### config.mk
export PLATFORM = sky130hd
export DESIGN_NAME = pipe_issue_scheduler_flat
export DESIGN_NICKNAME = d
export VERILOG_FILES = /design/src/rtl/sched_pkg.sv /design/src/rtl/pipe_issue_scheduler_if.sv /design/src/rtl/sched_shadow_pipe.sv /design/src/rtl/pipe_issue_scheduler.sv /design/src/flat_wrapper.sv
export SDC_FILE = /design/constraint.sdc
export NUM_CORES = 1
export LEC_CHECK = 0
export CELL_PAD_IN_SITES_DETAIL_PLACEMENT = 0
export CELL_PAD_IN_SITES_GLOBAL_PLACEMENT = 2
export CORE_MARGIN = 4
export CORE_UTILIZATION = 31
export DETAILED_ROUTE_END_ITERATION = 7
export HOLD_SLACK_MARGIN = 0.12
export PLACE_DENSITY_LB_ADDON = 0.1
export SYNTH_ARGS = -nofsm -noshare
export SYNTH_HDL_FRONTEND = slang
export SYNTH_HIERARCHICAL = 1
export SYNTH_SLANG_ARGS = --single-unit
### constraint.sdc
create_clock -name clk -period 2.8 [get_ports clk]
set_clock_uncertainty 0.1 [all_clocks]
set_input_delay 0.56 -clock clk [delete_from_list [all_inputs] [get_ports clk]]
set_output_delay 0.56 -clock clk [all_outputs]
set_load 0.005 [all_outputs]
### src/rtl/sched_pkg.sv
// Shared types and width helpers for the pipeline issue scheduler.
package sched_pkg;

    typedef enum logic [1:0] {StIdle, StRun, StDrain, StDone} sched_state_e;

    function automatic int unsigned id_width(input int unsigned n);
        return (n > 1) ? $clog2(n) : 1;
    endfunction

    // Width able to hold the values 0..n inclusive.
    function automatic int unsigned cnt_width(input int unsigned n);
        return $clog2(n + 1);
    endfunction

endpackage

### src/rtl/pipe_issue_scheduler_if.sv
// Request/issue/retire bundle between the operand front-ends and the issue scheduler.
interface pipe_issue_scheduler_if
    import sched_pkg::*;
#(
    parameter int unsigned NUM_REQ   = 4,
    parameter int unsigned OUT_DEPTH = 8
);
    localparam int unsigned IdW = id_width(NUM_REQ);
    localparam int unsigned CrW = cnt_width(OUT_DEPTH);

    logic [NUM_REQ-1:0] req_valid;
    logic [NUM_REQ-1:0] req_ready;
    logic               issue_valid;
    logic [IdW-1:0]     issue_id;
    logic               retire_valid;
    logic [IdW-1:0]     retire_id;
    logic               credit_return;
    logic [CrW-1:0]     credits;
    logic               flush_req;
    logic               flush_done;
    logic               busy;
    logic               credit_err;

    modport master (
        input  req_valid, credit_return, flush_req,
        output req_ready, issue_valid, issue_id, retire_valid, retire_id,
               credits, flush_done, busy, credit_err
    );

    modport slave (
        output req_valid, credit_return, flush_req,
        input  req_ready, issue_valid, issue_id, retire_valid, retire_id,
               credits, flush_done, busy, credit_err
    );

endinterface

### src/rtl/sched_shadow_pipe.sv
// LATENCY-stage valid+ID shift chain that tracks operations through the governed delay chain.
module sched_shadow_pipe #(
    parameter int unsigned LATENCY = 8,
    parameter int unsigned IdW     = 2
) (
    input  logic           clk,
    input  logic           rst,
    input  logic           in_valid_i,
    input  logic [IdW-1:0] in_id_i,
    output logic           out_valid_o,
    output logic [IdW-1:0] out_id_o
);
    logic [LATENCY-1:0] valid_q;
    logic [IdW-1:0]     id_q [LATENCY];

    always_ff @(posedge clk or posedge rst) begin
        if (rst) begin
            valid_q <= '0;
            for (int i = 0; i < int'(LATENCY); i++) id_q[i] <= '0;
        end else begin
            valid_q[0] <= in_valid_i;
            id_q[0]    <= in_id_i;
            for (int i = 1; i < int'(LATENCY); i++) begin
                valid_q[i] <= valid_q[i-1];
                id_q[i]    <= id_q[i-1];
            end
        end
    end

    assign out_valid_o = valid_q[LATENCY-1];
    assign out_id_o    = valid_q[LATENCY-1] ? id_q[LATENCY-1] : '0;

endmodule

### src/rtl/pipe_issue_scheduler.sv
// Round-robin, credit-gated issue scheduler with flush/drain and shadow retire tracking.
// Optional saturating issue/stall counters are enabled by defining PIPE_SCHED_STATS_EN.
module pipe_issue_scheduler
    import sched_pkg::*;
#(
    parameter int unsigned NUM_REQ   = 4,
    parameter int unsigned LATENCY   = 8,
    parameter int unsigned OUT_DEPTH = 8
) (
    input  logic                   clk,
    input  logic                   rst,
    pipe_issue_scheduler_if.master sched_io
`ifdef PIPE_SCHED_STATS_EN
    ,
    output logic [31:0]            stat_issue_cnt,
    output logic [31:0]            stat_stall_cnt
`endif
);
    localparam int unsigned    IdW   = id_width(NUM_REQ);
    localparam int unsigned    CrW   = cnt_width(OUT_DEPTH);
    localparam int unsigned    IfW   = cnt_width(LATENCY);
    localparam logic [CrW-1:0] CrMax = CrW'(OUT_DEPTH);

    sched_state_e   state_q, state_d;
    logic [CrW-1:0] credits_q, credits_d;
    logic [IfW-1:0] in_flight_q, in_flight_d;
    logic [IdW-1:0] rr_q, rr_d;
    logic           credit_err_q, credit_err_d;

    logic           eligible, issue, retire, ret_ok;
    logic [IdW-1:0] grant_id, retire_id;
    int unsigned    idx;

    // First valid requester at or after the rr pointer, wrapping.
    always_comb begin
        eligible = (state_q == StIdle || state_q == StRun) && credits_q != '0 &&
                   !sched_io.flush_req;
        issue    = 1'b0;
        grant_id = '0;
        idx      = 0;
        for (int unsigned k = 0; k < NUM_REQ; k++) begin
            idx = (32'(rr_q) + k) % NUM_REQ;
            if (eligible && !issue && sched_io.req_valid[IdW'(idx)]) begin
                issue    = 1'b1;
                grant_id = IdW'(idx);
            end
        end
        rr_d = rr_q;
        if (issue) rr_d = (32'(grant_id) == NUM_REQ - 1) ? '0 : grant_id + IdW'(1);
    end

    // A return at full credit is dropped and latched as an error.
    always_comb begin
        ret_ok       = sched_io.credit_return && credits_q != CrMax;
        credit_err_d = credit_err_q | (sched_io.credit_return && credits_q == CrMax);
        credits_d    = credits_q;
        if (issue && !ret_ok)      credits_d = credits_q - CrW'(1);
        else if (!issue && ret_ok) credits_d = credits_q + CrW'(1);
        in_flight_d = in_flight_q;
        if (issue && !retire)      in_flight_d = in_flight_q + IfW'(1);
        else if (!issue && retire) in_flight_d = in_flight_q - IfW'(1);
    end

    always_comb begin
        state_d = state_q;
        unique case (state_q)
            StIdle: begin
                if (sched_io.flush_req) state_d = StDrain;
                else if (issue)         state_d = StRun;
            end
            StRun: begin
                if (sched_io.flush_req)                   state_d = StDrain;
                else if (in_flight_d == '0 && !issue)     state_d = StIdle;
            end
            StDrain: if (in_flight_d == '0) state_d = StDone;
            StDone:  state_d = StIdle;
            default: state_d = StIdle;
        endcase
    end

    always_ff @(posedge clk or posedge rst) begin
        if (rst) begin
            state_q      <= StIdle;
            credits_q    <= CrMax;
            in_flight_q  <= '0;
            rr_q         <= '0;
            credit_err_q <= 1'b0;
        end else begin
            state_q      <= state_d;
            credits_q    <= credits_d;
            in_flight_q  <= in_flight_d;
            rr_q         <= rr_d;
            credit_err_q <= credit_err_d;
        end
    end

    sched_shadow_pipe #(
        .LATENCY (LATENCY),
        .IdW     (IdW)
    ) u_shadow (
        .clk         (clk),
        .rst         (rst),
        .in_valid_i  (issue),
        .in_id_i     (grant_id),
        .out_valid_o (retire),
        .out_id_o    (retire_id)
    );

    assign sched_io.req_ready    = issue ? (NUM_REQ'(1) << grant_id) : '0;
    assign sched_io.issue_valid  = issue;
    assign sched_io.issue_id     = grant_id;
    assign sched_io.retire_valid = retire;
    assign sched_io.retire_id    = retire_id;
    assign sched_io.credits      = credits_q;
    assign sched_io.flush_done   = (state_q == StDone);
    assign sched_io.busy         = (in_flight_q != '0) || (state_q != StIdle);
    assign sched_io.credit_err   = credit_err_q;

`ifdef PIPE_SCHED_STATS_EN
    logic [31:0] issue_cnt_q, stall_cnt_q;

    always_ff @(posedge clk or posedge rst) begin
        if (rst) begin
            issue_cnt_q <= '0;
            stall_cnt_q <= '0;
        end else begin
            if (issue && issue_cnt_q != '1) issue_cnt_q <= issue_cnt_q + 32'd1;
            if ((|sched_io.req_valid) && !issue && stall_cnt_q != '1) begin
                stall_cnt_q <= stall_cnt_q + 32'd1;
            end
        end
    end

    assign stat_issue_cnt = issue_cnt_q;
    assign stat_stall_cnt = stall_cnt_q;
`endif

endmodule

### src/flat_wrapper.sv
// flat-port wrapper written by rule: the top's interface ports become plain ports
module pipe_issue_scheduler_flat import sched_pkg::*;
#(
    parameter int unsigned NUM_REQ   = 4,
    parameter int unsigned LATENCY   = 8,
    parameter int unsigned OUT_DEPTH = 8
)
  (clk, rst, sched_io_req_valid, sched_io_credit_return, sched_io_flush_req, sched_io_req_ready, sched_io_issue_valid, sched_io_issue_id, sched_io_retire_valid, sched_io_retire_id, sched_io_credits, sched_io_flush_done, sched_io_busy, sched_io_credit_err);
  pipe_issue_scheduler_if #(.NUM_REQ(NUM_REQ), .OUT_DEPTH(OUT_DEPTH)) sched_io_i ();
  input  logic clk;
  input  logic rst;
  input wire logic [$bits(sched_io_i.req_valid)-1:0] sched_io_req_valid;
  input wire logic [$bits(sched_io_i.credit_return)-1:0] sched_io_credit_return;
  input wire logic [$bits(sched_io_i.flush_req)-1:0] sched_io_flush_req;
  output wire logic [$bits(sched_io_i.req_ready)-1:0] sched_io_req_ready;
  output wire logic [$bits(sched_io_i.issue_valid)-1:0] sched_io_issue_valid;
  output wire logic [$bits(sched_io_i.issue_id)-1:0] sched_io_issue_id;
  output wire logic [$bits(sched_io_i.retire_valid)-1:0] sched_io_retire_valid;
  output wire logic [$bits(sched_io_i.retire_id)-1:0] sched_io_retire_id;
  output wire logic [$bits(sched_io_i.credits)-1:0] sched_io_credits;
  output wire logic [$bits(sched_io_i.flush_done)-1:0] sched_io_flush_done;
  output wire logic [$bits(sched_io_i.busy)-1:0] sched_io_busy;
  output wire logic [$bits(sched_io_i.credit_err)-1:0] sched_io_credit_err;
  assign sched_io_i.req_valid = sched_io_req_valid;
  assign sched_io_i.credit_return = sched_io_credit_return;
  assign sched_io_i.flush_req = sched_io_flush_req;
  assign sched_io_req_ready = sched_io_i.req_ready;
  assign sched_io_issue_valid = sched_io_i.issue_valid;
  assign sched_io_issue_id = sched_io_i.issue_id;
  assign sched_io_retire_valid = sched_io_i.retire_valid;
  assign sched_io_retire_id = sched_io_i.retire_id;
  assign sched_io_credits = sched_io_i.credits;
  assign sched_io_flush_done = sched_io_i.flush_done;
  assign sched_io_busy = sched_io_i.busy;
  assign sched_io_credit_err = sched_io_i.credit_err;
  pipe_issue_scheduler #(.NUM_REQ(NUM_REQ), .LATENCY(LATENCY), .OUT_DEPTH(OUT_DEPTH)) u_core (.clk(clk), .rst(rst), .sched_io(sched_io_i));
endmodule
## Word level (Yosys, flattened, before mapping)

Index checks and enable logic that the tools add are counted.

- Add/subtract/negate cells: 8
- Order comparisons: 4
- Eq/ne operators: 9
- Shift operators: 1
- Multiplexer cells: 29
- Bitwise logic cells: 1
- Reductions and logical operators: 32

Operators by type and width:

| cell | number |
|---|---|
| 2-to-1 mux 2 bit | 11 |
| 2-to-1 mux 4 bit | 5 |
| logical AND 1 bit | 16 |
| < comparator 2 x 3 -> 1 bit, second input constant | 4 |
| adder 4 x 1 -> 4 bit, second input constant | 2 |
| binary-select mux 1 bit (select 2 bit) | 4 |
| 2-to-1 mux 1 bit | 8 |
| one-hot mux 2 bit (4 select lines) | 1 |
| nonzero test 4 bit | 2 |
| subtractor 4 x 1 -> 4 bit, second input constant | 2 |
| zero test 1 bit | 7 |
| == test 2 bit, second input constant | 3 |
| adder 2 x 1 -> 2 bit, second input constant | 2 |
| adder 2 bit, second input constant | 2 |
| == test 4 bit, second input constant | 1 |
| zero test 4 bit | 1 |
| inequality test 4 bit, second input constant | 1 |
| nonzero test 2 bit | 2 |
| left shift 1 x 2 -> 4 bit, first input constant | 1 |
| inequality test 3 x 2 -> 1 bit, second input constant | 1 |
| inequality test 3 bit, second input constant | 1 |
| AND reduction 3 bit | 1 |
| == test 2 x 1 -> 1 bit, second input constant | 1 |
| zero test 2 bit | 1 |
| other kinds (3) | 4 |

- Flip-flop bits (word level): 37
- Input port bits: 8
- Output and inout port bits: 17

## Longest topological paths before layout

- Depth after elaboration: 27
- Gate-level depth with buffers: 10

## Hierarchy

The synthesis kept the hierarchy.

By module, submodules not included:

| module | instances | cells an instance | area each (sq um) | sequential area each (sq um) |
|---|---|---|---|---|
| pipe_issue_scheduler | 1 | 108 | 999.7 | 326.6 |
| sched_shadow_pipe | 1 | 27 | 616.8 | 600.6 |

## Worst setup path before layout

No wires, ideal clock.

- Kind: register -> register
- Start point: register u_core.credits_q[3], in the netlist u_core/sched_io.credits[3]
- End point: register u_core.credits_q[3], in the netlist u_core/sched_io.credits[3]
- Data arrival time: 2.574 ns
- Required time: 2.617 ns
- Path slack: 0.043 ns
- Cell stages (with the launch flop): 11
- Path buffers: 1
- Clock period less this slack: 2.757 ns
- Cells stage by stage: dfstp_2 -> nor4_2 -> nor4_4 -> clkbuf_1 -> ha_1 -> ha_1 -> a21o_1 -> a21oi_1 -> xnor2_1 -> nor2_1 -> xor2_1

- Cells in the longest elaborated chain, start to end: 20
- Elaborated cells on any way between the ends: 28
- Those cells by class: add/sub (2); eq/ne (1); mux (6); reduce/logical (19)

RTL lines:

| what | line | text |
|---|---|---|
| start: declaration | pipe_issue_scheduler.sv:25 | `logic [CrW-1:0] credits_q, credits_d;` |
| start signal: assignment | pipe_issue_scheduler.sv:84 | `credits_q <= CrMax;` |
| start signal: assignment | pipe_issue_scheduler.sv:90 | `credits_q <= credits_d;` |
| nonzero test 4 bit (*) | pipe_issue_scheduler.sv:36 | `eligible = (state_q == StIdle \|\| state_q == StRun) && credits_q != '0 &&` |
| logical AND 1 bit (*) (2 in a row) | pipe_issue_scheduler.sv:36 |  |
| logical AND 1 bit | pipe_issue_scheduler.sv:43 | `if (eligible && !issue && sched_io.req_valid[IdW'(idx)]) begin` |
| 2-to-1 mux 1 bit | pipe_issue_scheduler.sv:43 |  |
| zero test 1 bit | pipe_issue_scheduler.sv:43 |  |
| logical AND 1 bit (2 in a row) | pipe_issue_scheduler.sv:43 |  |
| 2-to-1 mux 1 bit | pipe_issue_scheduler.sv:43 |  |
| zero test 1 bit | pipe_issue_scheduler.sv:43 |  |
| logical AND 1 bit (2 in a row) | pipe_issue_scheduler.sv:43 |  |
| 2-to-1 mux 1 bit | pipe_issue_scheduler.sv:43 |  |
| zero test 1 bit | pipe_issue_scheduler.sv:43 |  |
| logical AND 1 bit (2 in a row) | pipe_issue_scheduler.sv:43 |  |
| 2-to-1 mux 1 bit (*) | pipe_issue_scheduler.sv:43 |  |
| via sched_io_issue_valid | flat_wrapper.sv:16 | `output wire logic [$bits(sched_io_i.issue_valid)-1:0] sched_io_issue_valid;` |
| zero test 1 bit | pipe_issue_scheduler.sv:58 | `else if (!issue && ret_ok) credits_d = credits_q + CrW'(1);` |
| logical AND 1 bit | pipe_issue_scheduler.sv:58 |  |
| nonzero test 2 bit (no source line) | - |  |

The timed path passes the listed nets; every way through them passes the cells marked *. The select of a mux whose other input is x is not followed.
A chain may end at the register's enable or synchronous reset.

## Final worst setup path

- Start point: input port sched_io_req_valid[1]
- End point: output port sched_io_issue_valid

- Cells in the longest elaborated chain, start to end: 16
- Elaborated cells on any way between the ends: 22
- Those cells by class: mux (12); reduce/logical (10)

RTL lines:

| what | line | text |
|---|---|---|
| start: declaration | flat_wrapper.sv:12 | `input wire logic [$bits(sched_io_i.req_valid)-1:0] sched_io_req_valid;` |
| binary-select mux 1 bit (select 2 bit) | pipe_issue_scheduler.sv:43 |  |
| 2-to-1 mux 1 bit (not written as such) | pipe_issue_scheduler.sv:43 |  |
| logical AND 1 bit | pipe_issue_scheduler.sv:43 |  |
| 2-to-1 mux 1 bit | pipe_issue_scheduler.sv:43 |  |
| zero test 1 bit | pipe_issue_scheduler.sv:43 |  |
| logical AND 1 bit (2 in a row) | pipe_issue_scheduler.sv:43 |  |
| 2-to-1 mux 1 bit | pipe_issue_scheduler.sv:43 |  |
| zero test 1 bit | pipe_issue_scheduler.sv:43 |  |
| logical AND 1 bit (2 in a row) | pipe_issue_scheduler.sv:43 |  |
| 2-to-1 mux 1 bit | pipe_issue_scheduler.sv:43 |  |
| zero test 1 bit | pipe_issue_scheduler.sv:43 |  |
| logical AND 1 bit (2 in a row) | pipe_issue_scheduler.sv:43 |  |
| 2-to-1 mux 1 bit (*) | pipe_issue_scheduler.sv:43 |  |
| end: declaration | flat_wrapper.sv:16 |  |

Every way passes the cells marked *; elsewhere a longest branch is shown, timed or not. The select of a mux whose other input is x is not followed.

==> results <==
-- registers in the layout (all words and copies together), names as in the netlist --
signal and count:
u_core/u_shadow/id_q 16, u_core/u_shadow/valid_q 8, u_core/in_flight_q 4, u_core/sched_io.credits 4, u_core/rr_q 2, u_core/state_q 2, u_core/sched_io.credit_err 1
-- synthesized netlist by cell type (all sizes together) --
cell type,number,area share [%]
nor3,5,1.9
mux2i,7,4.3
xor2,3,1.6
o221a,1,0.70
inv,11,2.6
clkbuf,3,0.70
nor3b,1,0.46
dfstp,1,1.6
a21oi,10,3.1
nor4,5,3.3
a31o,1,0.54
buf,1,0.31
fa,1,1.2
and4b,1,0.62
o21a,1,0.46
xnor2,5,2.7
o21ai,3,0.93
nand2,10,2.3
dfrtp,36,56
nand2b,2,0.77
a21o,1,0.46
nor2,6,1.4
mux2,2,1.4
nand3b,1,0.46
ha,10,7.7
and2,7,2.7
-- critical path, stage by stage --
cell	delay [ns]
sky130_fd_sc_hd__dlygate4sd2_1	0.27
sky130_fd_sc_hd__nor4_2	0.44
sky130_fd_sc_hd__nor4_4	0.07
sky130_fd_sc_hd__buf_4	0.15
sky130_fd_sc_hd__buf_4	0.12
sky130_fd_sc_hd__clkdlybuf4s50_1	0.44
-- kinds of logic (layout without fill, tap and decap cells) --
kind of cell               count (synthesis)  count (layout)  share of synthesized area, %
AOI/OAI and AO/OA                         17              17                          6.19
muxes                                      9               9                          5.73
DFF                                       37              37                          57.4
and+or+nand+nor                           38              38                          13.9
adders and majority gates                 11              11                          8.98
xor gates and xnor gates                   8               8                          4.33
buffers and inverters                     15              65                          3.56
-- per-layer routing --
| layer | vias up | part of all wire [%] | track usage [%] |
|---|---|---|---|
| li1 | 551 | - | - |
| met1 | 536 | 48 | 15.3 |
| met2 | 28 | 45 | 16.2 |
| met3 | 4 | 5.0 | 2.91 |
| met4 | 0 | 1.4 | 4.56 |
| met5 | - | 0 | 0 |
-- repair_timing --
item | in CTS | in global routing
endpoints found under the setup margin | 8 | 5
gates resized for setup | 17 | 8
pin swaps | 3 | 2
cloned | 0 | 0
buffers inserted | 4 | 3
-- final cells by class --
class / instances / area share [%]
multi-input cells: 83 / 30.0
clock buffers: 6 / 3.28
clock inverters: 2 / 1.75
well taps: 70 / 3.96
flip-flops and latches: 37 / 41.9
repair buffers: 46 / 17.2
inverters: 11 / 1.87
-- how the worst max path moves through the flow --
stage,startpoint,end,slack (ns),depth (start not counted)
final,sched_io_req_valid[1],sched_io_issue_valid,0.1,6
after global routing,u_core/sched_io.credits[3]$_DFFE_PP1P_,sched_io_req_ready[1],-0.01,9
after CTS,u_core/sched_io.credits[3]$_DFFE_PP1P_,sched_io_req_ready[3],0.005,9
after detailed placement,sched_io_flush_req,sched_io_req_ready[0],-0.46,9
after global placement,sched_io_flush_req,sched_io_req_ready[2],-0.42,9
after floorplan,u_core/sched_io.credits[3]$_DFFE_PP1P_,u_core/sched_io.credits[3]$_DFFE_PP1P_,0.04,10
-- power breakdown --
| part | internal (mW) | switching (mW) | leakage (nW) | total [mW] |
|---|---|---|---|---|
| sequential | 0.683 | 0.143 | 0.479 | 0.825 |
| combinational | 0.400 | 0.321 | 0.531 | 0.722 |
| clock | 0.267 | 0.183 | 0.0554 | 0.450 |
| total | 1.35 | 0.647 | 1.07 | 2.00 |
-- per-stage QoR --
step           power (mW)  cells  setup TNS, ns  util [%]  hold slack (ns)
3_3_place_gp         1.49    240          -2.61      40.2            0.232
2_1_floorplan        1.21    135              0         -            0.231
5_1_grt              2.16    255        -0.0141      43.6            0.259
4_1_cts              2.01    252              0      43.4            0.252
6_report             2.00    255              0      43.6            0.250
3_5_place_dp         1.52    240          -2.77      40.2            0.236
==> Implementation_results.wiki <==
{| class="wikitable"
! Metric !! Value
|-
| Layout cell share with drive strength beyond 1 || 23.8%
|-
| Nets@finish || 203
|-
| Post-detailed-route count of antenna-violating nets || 0
|-
| Pleak || 1.07 nW
|-
| Wire length of the first global-routing pass || 5490 µm
|-
| Starting density of the core || 31.9%
|-
| Type of the worst min-delay path || reg -> reg
|-
| Part of the cycle the worst path needs || 96.5%
|-
| R2R Path End || u_core/state_q[0]$_DFFE_PP0P_
|-
| Area added between synthesis and finish || 36.8%
|-
| Number of clock buffers inserted by TritonCTS || 5
|-
| Routed wire per std cell || 12.0 µm
|-
| Crit path kind || in -> out
|-
| Unrepaired setup endpoints after global routing || true
|-
| Number of port buffers || 24
|-
| Power density normalized to cell area || 903 nW/µm²
|-
| Total Routing Usage GR || 11.0%
|-
| Storage cell area || 927 µm²
|-
| Maximum number of pins on one net before global-route repair || 25
|-
| Rows || 26
|-
| Worst-case setup slack after placement || -0.461 ns
|-
| Core box area || 5070 µm²
|-
| Max cap viols || 0
|-
| Reg-to-Reg Start || u_core/sched_io.credits[3]$_DFFE_PP1P_
|-
| Mean post-synth cell area || 12.0 µm²
|-
| Required time reported for the critical path endpoint || 2.14 ns
|-
| Post-synthesis cell area || 1620 µm²
|-
| Kind of end point of the critical path || output pin
|-
| Crit path time final || 2.70 ns
|-
| Final weighted congestion in routability-driven placement || 0.902
|-
| Hold EP || u_core/u_shadow/id_q[1]$_DFF_PP0_
|-
| R2R setup slack || 0.31 ns
|-
| Worst-Skew Late Latency || 0.28 ns
|-
| DR vias/cell || 4.39
|-
| Measured slew at the worst slew-check pin || 0.864 ns
|-
| Run status || finished clean
|-
| Remaining design rule violation count || 0
|-
| Number of antenna violations at the first check in global routing || 0
|-
| Layout fillers || 510
|-
| Count of final max-slew check failures || 0
|-
| Clock tree from TritonCTS || yes
|-
| Number of hold violations in the final report || 0
|-
| CTS Root Buffer Type || sky130_fd_sc_hd__clkbuf_8
|-
| Number of detailed-routing iterations run before antenna repair || 4
|-
| Seq/Total Area, Yosys || 57.4%
|-
| Cell area after placement || 2040 µm²
|-
| Mapped Cells || 135
|-
| Depth of the most critical reg-to-reg path || 10
|-
| Most frequent cells in the layout || 36 x sky130_fd_sc_hd__dfrtp_1, 22 x sky130_fd_sc_hd__buf_4, 13 x sky130_fd_sc_hd__clkdlybuf4s50_1
|-
| Global-route congestion overflow total || 0
|-
| Via count of the first global-routing pass || 1148
|-
| CTS max path bufs || 2
|-
| Die Span Y || 80.2 µm
|-
| Die Width || 80.2 µm
|-
| Number of hold buffers added after CTS || 0
|-
| Worst Hold Depth || 0
|-
| Post-route cell area || 2210 µm²
|-
| Kind of launch point of the worst setup path || input port
|-
| Fmax || 0.370 GHz
|-
| Multi-input gate area in the final layout || 663 µm²
|-
| Most common cell after layout, fill and taps aside || sky130_fd_sc_hd__dfrtp_1
|-
| First-iteration detailed-routing DRC count || 43
|-
| Slew Limit Headroom || 42.3%
|-
| Mapped Nets || 154
|-
| Worst min-delay path startpoint || u_core/u_shadow/id_q[3]$_DFF_PP0_
|-
| Via Count || 1119
|-
| Number of different library cells in the post-synthesis netlist || 29
|-
| Clock transition at the registers of the reported paths || 0.07 ns
|-
| Synth warnings || 6
|-
| Setup violators final || 0
|-
| # IOs || 25
|-
| Number of flip-flops and latches in the synthesized netlist || 37
|-
| Worst supply voltage drop on vdd || 0.287 mV
|-
| DPL Wire Length || 2260 µm
|-
| Number of clock sinks || 37
|-
| Least setup slack across all paths after layout || 0.0993 ns
|-
| Arrival time of the worst setup path || 2.04 ns
|-
| DRT Wirelength || 3070 µm
|-
| DIE AREA || 6430 µm²
|-
| Highest net fanout along the worst path || 3
|-
| Count of antenna diodes in the layout || 0
|-
| H-tree Lvls || 2
|}
(Power assumes the default switching activity.)
